==> config.mk <==
export PLATFORM = sky130hd
export DESIGN_NAME = ld_sequencer
export DESIGN_NICKNAME = d
export VERILOG_FILES = /design/src/rtl/ld_sequencer.sv
export SDC_FILE = /design/constraint.sdc
export NUM_CORES = 1
export LEC_CHECK = 0
export ABC_AREA = 1
export CAP_MARGIN = 0
export CELL_PAD_IN_SITES_DETAIL_PLACEMENT = 1
export CELL_PAD_IN_SITES_GLOBAL_PLACEMENT = 1
export CORE_UTILIZATION = 37
export DETAILED_ROUTE_END_ITERATION = 12
export GPL_ROUTABILITY_DRIVEN = 0
export PLACE_DENSITY_LB_ADDON = 0.12
export SYNTH_ARGS = -nofsm -noshare
export SYNTH_HDL_FRONTEND = slang
export SYNTH_SLANG_ARGS = --single-unit
==> constraint.sdc <==
create_clock -name clk -period 1.69 [get_ports clk]
set_input_delay 0.338 -clock clk [delete_from_list [all_inputs] [get_ports clk]]
set_output_delay 0.338 -clock clk [all_outputs]
set_load 0.05 [all_outputs]
==> src/rtl/ld_sequencer.sv <==
// Fetch/execute sequencer for LD r,d8 and LD rr,d16: owns the PC, reads bytes over a
// req/ack memory handshake with a bounded wait-state timeout, and strobes register writes.
`timescale 1ns/1ps
module ld_sequencer #(
  parameter int                ADDR_W    = 16,
  parameter logic [ADDR_W-1:0] RESET_VEC = '0,
  parameter int                MAX_WAIT  = 15
) (
  input  logic              clk,
  input  logic              rst,
  output logic              mem_rd,
  output logic [ADDR_W-1:0] mem_addr,
  input  logic              mem_ack,
  input  logic [7:0]        mem_rdata,
  output logic              rf_wr,
  output logic [3:0]        rf_sel,
  output logic [7:0]        rf_wdata,
  output logic [ADDR_W-1:0] pc,
  output logic              halted,
  output logic              illegal_op,
  output logic              bus_err
);

  localparam int              WAIT_W     = (MAX_WAIT > 0) ? $clog2(MAX_WAIT + 1) : 1;
  localparam logic [WAIT_W-1:0] WAIT_LIM = WAIT_W'(MAX_WAIT);
  localparam logic            TIMEOUT_EN = (MAX_WAIT > 0);

  localparam logic [3:0] SEL_A   = 4'd0;
  localparam logic [3:0] SEL_B   = 4'd2;
  localparam logic [3:0] SEL_C   = 4'd3;
  localparam logic [3:0] SEL_D   = 4'd4;
  localparam logic [3:0] SEL_E   = 4'd5;
  localparam logic [3:0] SEL_H   = 4'd6;
  localparam logic [3:0] SEL_L   = 4'd7;
  localparam logic [3:0] SEL_SPH = 4'd8;
  localparam logic [3:0] SEL_SPL = 4'd9;

  typedef enum logic [2:0] {
    S_FETCH,
    S_DECODE,
    S_OPER,
    S_WB,
    S_HALT
  } state_t;

  typedef enum logic [2:0] {
    K_NOP,
    K_LD8,
    K_LD16,
    K_HALT,
    K_ILL
  } kind_t;

  state_t            state;
  state_t            state_nxt;
  kind_t             dec_kind;
  logic [3:0]        dec_first;
  logic [3:0]        dec_second;
  logic [7:0]        opcode;
  logic [3:0]        sel_q;
  logic [3:0]        sel_next;
  logic [1:0]        bytes_left;
  logic [WAIT_W-1:0] wait_cnt;
  logic              req;
  logic              take;
  logic              timeout_hit;

  // Opcode classification; for 16-bit loads the low register is written first.
  always_comb begin
    dec_kind   = K_ILL;
    dec_first  = '0;
    dec_second = '0;
    case (opcode)
      8'h00: dec_kind = K_NOP;
      8'h76: dec_kind = K_HALT;
      8'h06: begin dec_kind = K_LD8;  dec_first = SEL_B; end
      8'h0E: begin dec_kind = K_LD8;  dec_first = SEL_C; end
      8'h16: begin dec_kind = K_LD8;  dec_first = SEL_D; end
      8'h1E: begin dec_kind = K_LD8;  dec_first = SEL_E; end
      8'h26: begin dec_kind = K_LD8;  dec_first = SEL_H; end
      8'h2E: begin dec_kind = K_LD8;  dec_first = SEL_L; end
      8'h3E: begin dec_kind = K_LD8;  dec_first = SEL_A; end
      8'h01: begin dec_kind = K_LD16; dec_first = SEL_C;   dec_second = SEL_B;   end
      8'h11: begin dec_kind = K_LD16; dec_first = SEL_E;   dec_second = SEL_D;   end
      8'h21: begin dec_kind = K_LD16; dec_first = SEL_L;   dec_second = SEL_H;   end
      8'h31: begin dec_kind = K_LD16; dec_first = SEL_SPL; dec_second = SEL_SPH; end
      default: ;
    endcase
  end

  // An ack arriving in the same cycle as the timeout takes priority over it.
  assign timeout_hit = TIMEOUT_EN && (wait_cnt == WAIT_LIM);

  always_comb begin
    state_nxt  = state;
    req        = 1'b0;
    take       = 1'b0;
    rf_wr      = 1'b0;
    illegal_op = 1'b0;
    bus_err    = 1'b0;
    case (state)
      S_FETCH, S_OPER: begin
        req = 1'b1;
        if (mem_ack) begin
          take      = 1'b1;
          state_nxt = (state == S_FETCH) ? S_DECODE : S_WB;
        end else if (timeout_hit) begin
          bus_err   = 1'b1;
          state_nxt = S_HALT;
        end
      end
      S_DECODE: begin
        case (dec_kind)
          K_NOP:         state_nxt = S_FETCH;
          K_HALT:        state_nxt = S_HALT;
          K_LD8, K_LD16: state_nxt = S_OPER;
          default: begin
            illegal_op = 1'b1;
            state_nxt  = S_FETCH;
          end
        endcase
      end
      S_WB: begin
        rf_wr     = 1'b1;
        state_nxt = (bytes_left != 2'd0) ? S_OPER : S_FETCH;
      end
      S_HALT:  state_nxt = S_HALT;
      default: state_nxt = S_FETCH;
    endcase
  end

  // The request is masked while reset is held so every output reads zero (except pc).
  assign mem_rd   = req & ~rst;
  assign mem_addr = mem_rd ? pc : '0;
  assign halted   = (state == S_HALT);

  always_ff @(posedge clk or posedge rst) begin
    if (rst) begin
      state      <= S_FETCH;
      pc         <= RESET_VEC;
      wait_cnt   <= '0;
      bytes_left <= 2'd0;
      rf_sel     <= '0;
      rf_wdata   <= '0;
    end else begin
      state <= state_nxt;
      if (take)
        pc <= pc + ADDR_W'(1);
      if (take || !req)
        wait_cnt <= '0;
      else if (TIMEOUT_EN && !timeout_hit)
        wait_cnt <= wait_cnt + WAIT_W'(1);
      if (state == S_DECODE)
        bytes_left <= (dec_kind == K_LD16) ? 2'd2 : (dec_kind == K_LD8) ? 2'd1 : 2'd0;
      else if (take && state == S_OPER)
        bytes_left <= bytes_left - 2'd1;
      // Write port values change only on the edge that raises rf_wr, so they hold otherwise.
      if (take && state == S_OPER) begin
        rf_sel   <= sel_q;
        rf_wdata <= mem_rdata;
      end
    end
  end

  always_ff @(posedge clk) begin
    if (take && state == S_FETCH)
      opcode <= mem_rdata;
    if (state == S_DECODE) begin
      sel_q    <= dec_first;
      sel_next <= dec_second;
    end else if (take && state == S_OPER) begin
      sel_q <= sel_next;
    end
  end

endmodule
==> metrics <==
Inst Count DP 482; Bufs on Longest Clock Path 2; EDFF count, synth 15; pin count of the biggest net entering global routing 38; core area 6794 um2; most frequent cell after synthesis nand2_1; sequential power share between 30% and 40%; Reg2Reg Setup Slack -20 ps; Final Cell Area 4154 um2; Final WS setup -347.5 ps; Power Dens Cells 1459 nW/um2; Post-synth top flop dfrtp_1; residual DRC count 0; routed len/inst 16.30 um; Gate power share 56.5%; Final ANT Viol Nets 0; Mapped Cells 311; DR pass1 iterations 4; Post-Synthesis Cell Area 2605 um2; clock power share 11.9%; Root Buffer Master clkbuf_8; routed vias 2463; first-pass GRT wire length 12950 um; detailed placer's ending HPWL 5278 um; CTS Buf Count 5; Static Leak 2.020 nW; DR iter-0 viols 95; ys async rst share 71.15%; area of the multi-input gates 1226 um2; status finished, violations left; list of most frequent post-synthesis cells nand2_1 (87), inv_1 (48), dfrtp_1 (37); Setup CP Type reg2out; vias in the first global route 2638; Syn. warnings 0; max-slew violations 0; sequential share of the synthesized area 52.83%; Synth-to-Final Area Change 59.46%; Worst-Margin Slew 355.5 ps; worst rel slew slack 76.21%; layout cells sized above 1 38.57%; area post-placement 3727 um2; ranking of synthesized cells by area dfrtp_1 (36%), edfxtp_1 (17%), nand2_1 (13%), inv_1 (6.9%), nor2_1 (5.2%); Max Fclk 490.8 MHz; Mapped Nets 325; vias per std cell approximately 4.8; placement row count 30; Int Power around 3.2 mW; Hold WC Path Type reg2reg; setup_tns -3081 ps; register bit count reported by yosys between 50 and 60; Die Y around 86 um; VDD IR max 0.7066 mV; Crit. End Element primary output; Tmin final 2037 ps; Total Wirelength about 8400 um; area leader, netlist dfrtp_1; Sw Ratio 46.43%; max cap viols 0; Initial Utilization 38.34%; initial antenna violation count 0; Net Switching 2.814 mW; power after layout 6.061 mW; Die Area 7380 um2; Worst Setup Slack post-DPL -124.0 ps; CP arrival ~1700 ps; crit path launch type register; crit-path max FO 3; final worst-path cycle share 120.6%; Final #Nets 433; post-synth cell types 32; Diodes inserted 0; htree depth 2; worst hold slack 452.1 ps; GRT Residual Overflow 0; Clock Sinks 52; # fillers ~760; clock slew at reported path FFs ~90 ps; top cell type's share of synthesized area between 30% and 40%; Worst Skew 12.50 ps; Hold Fails Final Rpt 0; unrepaired setup endpoints after global routing yes; total track usage a little under a quarter; Crit path required time approximately 1400 ps; Top-Level Pins 60; register area between 1000 and 1500 um2; Finished Core Util between 60 and 70%; failing checks negative setup slack; Horiz. Die Dim 85.91 um; Final setup viols 22; Finished Layout Cells 516; Syn Area/Cell 8.376 um2; hold-fix buffers at CTS 0; CTS tree yes; Clock Latency Late Sink 320 ps; number of port buffers a little under 60
[layout make-up]
type	instances	share of cell area [%]
Clock buffer	5	1.657
Inverter	52	4.940
Sequential cell	52	33.22
Clock inverter	3	0.3313
Multi-Input combinational cell	203	29.52
Timing Repair inverter	1	0.2711
Tap cell	96	2.892
Timing Repair Buffer	104	27.17
[sequential cells by signal, summed over array words and instances, names as in the netlist]
name	cells
state	3
sel_next	3
sel_q	4
opcode	8
bytes_left	2
pc	16
wait_cnt	4
rf_wdata	8
rf_sel	4
[cell families after synthesis]
family          share of synthesized area (%)
buf+inv                                 8.789
flops                                   52.83
fa+ha+maj                               1.441
compound gates                          4.323
simple gates                            29.92
xor+xnor                                2.690
[worst paths after layout]
| kind | start | end | cells after the start |
|---|---|---|---|
| setup / recovery | opcode[3] | illegal_op | 6 |
| hold / removal | sel_q[1] | rf_sel[1] | 2 |
| setup reg to reg | opcode[3] | sel_q[0] | 8 |
| hold reg to reg | sel_q[1] | rf_sel[1] | 2 |
| max in group asynchronous | rst | state[0] | 3 |
| min in group asynchronous | rst | pc[2] | 3 |
[power by group through the flow]
stage	Clock [mW]	Combinational [mW]	Sequential, mW
6_report	0.724	3.43	1.91
4_1_cts	0.724	3.19	1.90
2_1_floorplan	0	1.25	2.41
5_1_grt	0.776	3.62	1.95
3_5_place_dp	0	2.90	1.92
3_3_place_gp	0	2.83	1.91
[layer usage]
metal,share of wire (%),vias up,global-route usage (%)
met5,0,-,0
met4,2.3,0,8.182
met3,3.2,15,3.754
met2,54,59,43.22
met1,40,1202,25.96
li1,-,1187,-
[critical path, stage by stage (launching register included)]
cell      delay [ps]
edfxtp_1         430
buf_4            180
nor2_1           260
nand4_1          170
nand3_2          140
nor3_4            60
buf_12           150
[cell usage in the layout, fill, tap and decap left out, drive strengths merged]
cell type / n
xor2: 8
nand3: 17
edfxtp: 15
dfrtp: 37
nor2: 44
or2: 1
ha: 3
a211oi: 1
a22o: 1
buf: 94
clkdlybuf4s50: 10
clkbuf: 5
a21oi: 4
o21a: 1
nand4: 8
nor3: 11
o21ai: 11
nand2: 90
o21bai: 1
inv: 53
a31oi: 1
and2: 1
clkinv: 3
[repair_timing]
action,CTS,global route
pin swaps,5,9
gates resized for setup,28,18
gates cloned,1,0
buffers inserted,14,13
endpoints found under the setup margin,20,26
(Power assumes the default switching activity.)
